[src/rtl/fixed_div_pkg.sv]
// Shared definitions for the fixed-point divider and its saturation helper.
//   DEF_WIDTH / DEF_FRAC : default Q7.8 format (16 bits, 8 fraction bits)
//   Q_MAX_DEF / Q_MIN_DEF: saturation limits of the default format
//   div_state_e          : divider sequencing states IDLE -> DIV -> FIX
package fixed_div_pkg;

  localparam int unsigned DEF_WIDTH = 16;
  localparam int unsigned DEF_FRAC  = 8;

  localparam logic [DEF_WIDTH-1:0] Q_MAX_DEF = 16'h7FFF;
  localparam logic [DEF_WIDTH-1:0] Q_MIN_DEF = 16'h8000;

  typedef enum logic [1:0] {
    ST_IDLE = 2'd0,
    ST_DIV  = 2'd1,
    ST_FIX  = 2'd2
  } div_state_e;

endpackage

[src/rtl/fixed_div_sat_fixed.sv]
// sat_fixed: combinational sign-apply and saturation of an unsigned magnitude.
//   sign  in  1           result is negative when set
//   q     in  WIDTH+FRAC  unsigned quotient magnitude
//   Y     out WIDTH       two's complement result, clamped to MAX/MIN
//   ovf   out 1           magnitude did not fit and Y was clamped
// A negative sign with q=0 yields +0 since the negation of zero is zero.
module sat_fixed #(
  parameter int unsigned WIDTH = 16,
  parameter int unsigned FRAC  = 8
) (
  input  logic                  sign,
  input  logic [WIDTH+FRAC-1:0] q,
  output logic [WIDTH-1:0]      Y,
  output logic                  ovf
);

  localparam int unsigned QW = WIDTH + FRAC;

  // Largest magnitudes representable for each sign: 2^(W-1)-1 and 2^(W-1).
  localparam logic [QW-1:0]    POS_LIM = {{(FRAC+1){1'b0}}, {(WIDTH-1){1'b1}}};
  localparam logic [QW-1:0]    NEG_LIM = {{FRAC{1'b0}}, 1'b1, {(WIDTH-1){1'b0}}};
  localparam logic [WIDTH-1:0] Y_MAX   = {1'b0, {(WIDTH-1){1'b1}}};
  localparam logic [WIDTH-1:0] Y_MIN   = {1'b1, {(WIDTH-1){1'b0}}};

  always_comb begin
    ovf = 1'b0;
    Y   = q[WIDTH-1:0];
    if (!sign) begin
      if (q > POS_LIM) begin
        Y   = Y_MAX;
        ovf = 1'b1;
      end
    end else begin
      if (q > NEG_LIM) begin
        Y   = Y_MIN;
        ovf = 1'b1;
      end else begin
        Y = -q[WIDTH-1:0];
      end
    end
  end

endmodule

[src/rtl/fixed_div.sv]
// fixed_div: sequential signed fixed-point divider Y = A / B (sign-magnitude,
// restoring, one quotient bit per clock). Fixed latency: done rises after edge
// WIDTH+FRAC+1 counted from the edge that accepts start, divide-by-zero included.
//   clk, rst_n   clock and asynchronous active-low reset
//   start        request, accepted only in IDLE and not in the done cycle
//   A, B         dividend / divisor, captured on the accepting edge
//   busy         high from the accepting edge until done
//   done         one-cycle pulse; Y/ovf/dz valid from then until the next done
//   Y, ovf, dz   quotient, saturation flag, divide-by-zero flag
// Build option: FIXED_DIV_ROUND_EN selects round-half-away-from-zero; the
// default build truncates toward zero.
module fixed_div
  import fixed_div_pkg::*;
#(
  parameter int unsigned WIDTH = DEF_WIDTH,
  parameter int unsigned FRAC  = DEF_FRAC
) (
  input  logic             clk,
  input  logic             rst_n,
  input  logic             start,
  input  logic [WIDTH-1:0] A,
  input  logic [WIDTH-1:0] B,
  output logic             busy,
  output logic             done,
  output logic [WIDTH-1:0] Y,
  output logic             ovf,
  output logic             dz
);

  localparam int unsigned ITER = WIDTH + FRAC;
  localparam int unsigned QW   = ITER;
  localparam int unsigned CW   = $clog2(ITER);

  localparam logic [WIDTH-1:0] Y_MAX = {1'b0, {(WIDTH-1){1'b1}}};
  localparam logic [WIDTH-1:0] Y_MIN = {1'b1, {(WIDTH-1){1'b0}}};

  div_state_e       state_q;
  logic [CW-1:0]    cnt_q;
  logic [QW-1:0]    dq_q;      // dividend bits shift out, quotient bits shift in
  logic [WIDTH-1:0] rem_q;
  logic [WIDTH-1:0] bmag_q;
  logic             sign_q;
  logic             aneg_q;
  logic             bzero_q;

  logic             busy_q;
  logic             done_q;
  logic [WIDTH-1:0] y_q;
  logic             ovf_q;
  logic             dz_q;

  logic [WIDTH-1:0] amag;
  logic [WIDTH-1:0] bmag;
  logic [WIDTH:0]   rem_sh;
  logic [WIDTH:0]   rem_sub;
  logic             qbit;
  logic [WIDTH-1:0] rem_d;
  logic [QW-1:0]    q_fix;
  logic [WIDTH-1:0] y_sat;
  logic             ovf_sat;

  // Magnitudes are unsigned WIDTH bits, so the most negative input maps to 2^(W-1).
  assign amag = A[WIDTH-1] ? -A : A;
  assign bmag = B[WIDTH-1] ? -B : B;

  // rem < |B| <= 2^(W-1), so the shifted remainder needs one extra bit and the
  // reduced remainder always fits back into WIDTH bits.
  assign rem_sh  = {rem_q, dq_q[QW-1]};
  assign rem_sub = rem_sh - {1'b0, bmag_q};
  assign qbit    = (rem_sh >= {1'b0, bmag_q});
  assign rem_d   = qbit ? rem_sub[WIDTH-1:0] : rem_sh[WIDTH-1:0];

  always_comb begin
    q_fix = dq_q;
`ifdef FIXED_DIV_ROUND_EN
    // 2*rem >= |B| means the discarded fraction is at least one half.
    if ({rem_q, 1'b0} >= {1'b0, bmag_q}) begin
      q_fix = dq_q + QW'(1);
    end
`endif
  end

  sat_fixed #(
    .WIDTH (WIDTH),
    .FRAC  (FRAC)
  ) u_sat (
    .sign (sign_q),
    .q    (q_fix),
    .Y    (y_sat),
    .ovf  (ovf_sat)
  );

  always_ff @(posedge clk or negedge rst_n) begin
    if (!rst_n) begin
      state_q <= ST_IDLE;
      cnt_q   <= '0;
      dq_q    <= '0;
      rem_q   <= '0;
      bmag_q  <= '0;
      sign_q  <= 1'b0;
      aneg_q  <= 1'b0;
      bzero_q <= 1'b0;
      busy_q  <= 1'b0;
      done_q  <= 1'b0;
      y_q     <= '0;
      ovf_q   <= 1'b0;
      dz_q    <= 1'b0;
    end else begin
      done_q <= 1'b0;
      case (state_q)
        ST_IDLE: begin
          // The done cycle is already IDLE; a start there is deliberately dropped.
          if (start && !done_q) begin
            dq_q    <= {amag, {FRAC{1'b0}}};
            bmag_q  <= bmag;
            rem_q   <= '0;
            sign_q  <= A[WIDTH-1] ^ B[WIDTH-1];
            aneg_q  <= A[WIDTH-1];
            bzero_q <= (B == '0);
            cnt_q   <= '0;
            busy_q  <= 1'b1;
            state_q <= ST_DIV;
          end
        end
        ST_DIV: begin
          dq_q  <= {dq_q[QW-2:0], qbit};
          rem_q <= rem_d;
          cnt_q <= cnt_q + CW'(1);
          if (cnt_q == CW'(ITER - 1)) begin
            state_q <= ST_FIX;
          end
        end
        ST_FIX: begin
          if (bzero_q) begin
            y_q   <= aneg_q ? Y_MIN : Y_MAX;
            ovf_q <= 1'b0;
            dz_q  <= 1'b1;
          end else begin
            y_q   <= y_sat;
            ovf_q <= ovf_sat;
            dz_q  <= 1'b0;
          end
          done_q  <= 1'b1;
          busy_q  <= 1'b0;
          state_q <= ST_IDLE;
        end
        default: state_q <= ST_IDLE;
      endcase
    end
  end

  assign busy = busy_q;
  assign done = done_q;
  assign Y    = y_q;
  assign ovf  = ovf_q;
  assign dz   = dz_q;

endmodule

[config.mk]
export PLATFORM = sky130hd
export DESIGN_NAME = fixed_div
export DESIGN_NICKNAME = d
export VERILOG_FILES = /design/src/rtl/fixed_div_pkg.sv /design/src/rtl/fixed_div_sat_fixed.sv /design/src/rtl/fixed_div.sv
export SDC_FILE = /design/constraint.sdc
export NUM_CORES = 1
export LEC_CHECK = 0
export BUFFER_PORTS_ARGS = -buffer_cell sky130_fd_sc_hd__buf_4
export CAP_MARGIN = 20
export CELL_PAD_IN_SITES_DETAIL_PLACEMENT = 0
export CELL_PAD_IN_SITES_GLOBAL_PLACEMENT = 2
export CORE_UTILIZATION = 36
export CTS_CLUSTER_DIAMETER = 80
export CTS_CLUSTER_SIZE = 12
export DETAILED_ROUTE_END_ITERATION = 16
export PLACE_DENSITY = 0.81
export SYNTH_ARGS = -nofsm -noshare
export SYNTH_HDL_FRONTEND = slang
export SYNTH_SLANG_ARGS = --single-unit
[constraint.sdc]
create_clock -name clk -period 3.2 [get_ports clk]
set_clock_uncertainty 0.2 [all_clocks]
set_input_delay 0.32 -clock clk [delete_from_list [all_inputs] [get_ports clk]]
set_output_delay 0.32 -clock clk [all_outputs]
set_load 0.02 [all_outputs]
==> metrics.txt <==
Power Total=6.49 mW; Post-Synth Adder-Cell Area=4.93%; placed wire-length estimate=approximately 9900 um; Async SR Flop Fraction=100%; DP Worst Slack=447 ps; CP Cell Sequence=inv_1 > ha_1 > or3b_1 > or2_1 > nor3_1 > nor4b_1 > a2111oi_0 > o31ai_1; Ys Warns=0; commonest register cell after synthesis=dfrtp_1; H-tree depth=3; top cell type's share of synthesized area=between 30% and 40%; first-pass GRT wire length=22900 um; Mean Syn Cell Area=8.56 sq um; vias in the first global route=4458; WP buf/inv=1; mux cell area share after synthesis=2.10%; simple-gate share of the synthesized area=19.9%; Slowest-stage cell, CP=a2111oi_0; min Tclk post-route=2780 ps; Rel. slew slack=49.1%; drt wl/cell=15.7 um; sequential area share after synthesis=39.3%; Fmax achieved=about 360 MHz; ratio of final minimum period to clock period=87.0%; outcome=complete, but fails checks; Fin Setup TNS=0 ps; Max VDD drop=0.357 mV; Worst Hold Class=input pin to register; Post-synth top cells=dfrtp_1, nand2_1, o21ai_1; RSZ-0062 raised after global routing=false; cells after synthesis=640; GRT Total Usage=between 15 and 20%; Die Ht=125 um; Die Area=15700 sq um; count leader, synth=dfrtp_1; post-layout util=between 40% and 50%; area leader, netlist=dfrtp_1; Area Overhead vs Synth=16.9%; Synth Area in Compound Gates=22.3%; Worst Setup End Kind=register; global route overflow=0; Yosys reg bits=86; worst setup margin=417 ps; Vias/cell=5.46; Final setup viols=0; clock sinks=86; GP Congestion=0.847; Max Cap Viol=0; Slew @ Worst Pin=764 ps; initial antenna violation count=0; initial cell density of the core=37.3%; NumNets Final=~740; failing checks=DRC; CP Class=register to register; Pwr Density=about 1000 nW/um^2; Placement Rows=44; CP Max Fanout=8; die width=125 um; largest family of logic cells by synthesized area=compound AO/OA/AOI/OAI gates; Crit path max-delay family=simple AND/OR/NAND/NOR gates; layout cells sized above 1=14.2%; XOR/XNOR share of the synthesized area=6.40%; P_leak=2.78 nW; 1st-pass router iterations=13; post-synth net total=696; WP data required=3200 ps; largest net degree at the start of global routing=49; DR iter-0 viols=380; core footprint=14700 sq um; Unique masters post-synth=63; total I/O pin count=55; Clock transition at path regs=~70 ps; Final ANT Viol Nets=0; Root Buffer=clkbuf_16; CTS tree=yes; DRC Markers=1; Clock Latency Late Sink=around 340 ps; CP peak stage delay=540 ps; Antenna Cells=0; DR vias=4761; Mapped Area=5480 sq um; Post-synth EDFFs=0; CP Launch Type=register; fin. max-slew vios=0; Final Hold Vio Count=0; WHS=64.3 ps; TritonCTS Buffers=9; Routed WL=roughly 14000 um; Area contributors post-synth=dfrtp_1, o21ai_1, nand2_1, ha_1, xor2_1; clock buffer depth=2; IO buf count=54; Critical Path AT=2790 ps
-- power breakdown --
group	leakage [nW]	switching [mW]	internal (mW)	total [mW]
clock network	0.141	0.453	0.612	1.06
logic	1.61	1.88	1.53	3.41
registers	1.02	0.470	1.55	2.02
total	2.78	2.81	3.69	6.49
-- sequential cells by signal, summed over array words and instances (netlist names), 2 cells and up --
name	count
Y	16
bmag_q	16
cnt_q	5
dq_q	24
state_q	2
rem_q	16
-- worst paths after layout --
path                                      from                    end  slack (ps)  depth (start not counted)
setup reg to reg           dq_q[0]$_DFFE_PN0P_      Y[12]$_DFFE_PN0P_         420                          8
hold reg to reg              Y[15]$_DFFE_PN0P_      Y[15]$_DFFE_PN0P_         270                          2
max in group asynchronous                rst_n   rem_q[4]$_DFFE_PN0P_        1730                          3
setup / recovery           dq_q[0]$_DFFE_PN0P_      Y[12]$_DFFE_PN0P_         420                          8
min in group asynchronous                rst_n  rem_q[10]$_DFFE_PN0P_         300                          2
hold / removal                            B[8]  bmag_q[8]$_DFFE_PN0P_          60                          3
-- cells by family after synthesis --
group,count (synthesis)
simple gates,213
compound gates,199
flops,86
buf+inv,70
xor+xnor,40
fa+ha+maj,21
mux,11
-- metrics by stage --
step | instances | area (sq um)
2_1_floorplan | 640 | 5480
3_3_place_gp | 854 | 6080
3_5_place_dp | 854 | 6080
4_1_cts | 872 | 6400
5_1_grt | 872 | 6400
6_report | 872 | 6400
-- repair_timing --
item | CTS | global route
hold endpoints to repair | 38 | 0
hold buffers | 2 | 0
endpoints found under the setup margin | 0 | 0
gates resized for setup | 0 | 0
buffers inserted | 0 | 0
-- metal layers --
layer / GRT usage (%) / share of wire, % / up-vias
met5: 0 / 0 / -
met2: 27.2 / 43 / 102
met1: 27.0 / 52 / 2267
met4: 4.88 / 0.80 / 0
li1: - / - / 2385
met3: 2.74 / 3.7 / 7
-- cell type report --
type	count	area, sq um
repair buffers	73	566
multi-input cells	484	3050
fillers	1458	8300
clock inverters	6	70.1
clock buffers	10	229
inverters	29	109
flip-flops and latches	86	2150
well taps	184	230
-- cell usage in the layout, fill, tap and decap left out, types with 6 or more instances in the layout --
cell type,instances
or3_1,8
xor2_1,28
nor4_1,6
o31ai_1,14
a21oi_1,44
dfrtp_1,86
or4_1,6
nand2b_1,8
mux2i_1,10
nand2_1,70
o41ai_1,8
xnor2_1,12
nor3_1,9
o21ai_0,14
nor2_1,29
clkbuf_16,9
ha_1,20
inv_1,27
nand3_1,36
nor2b_1,7
a22oi_1,12
buf_4,70
o21ai_1,68
-- worst min-delay path, stage by stage --
cell,delay [ps]
buf_4,90
xor2_1,60
o21ai_1,100
No activity file was read; power rests on OpenSTA's default activity.
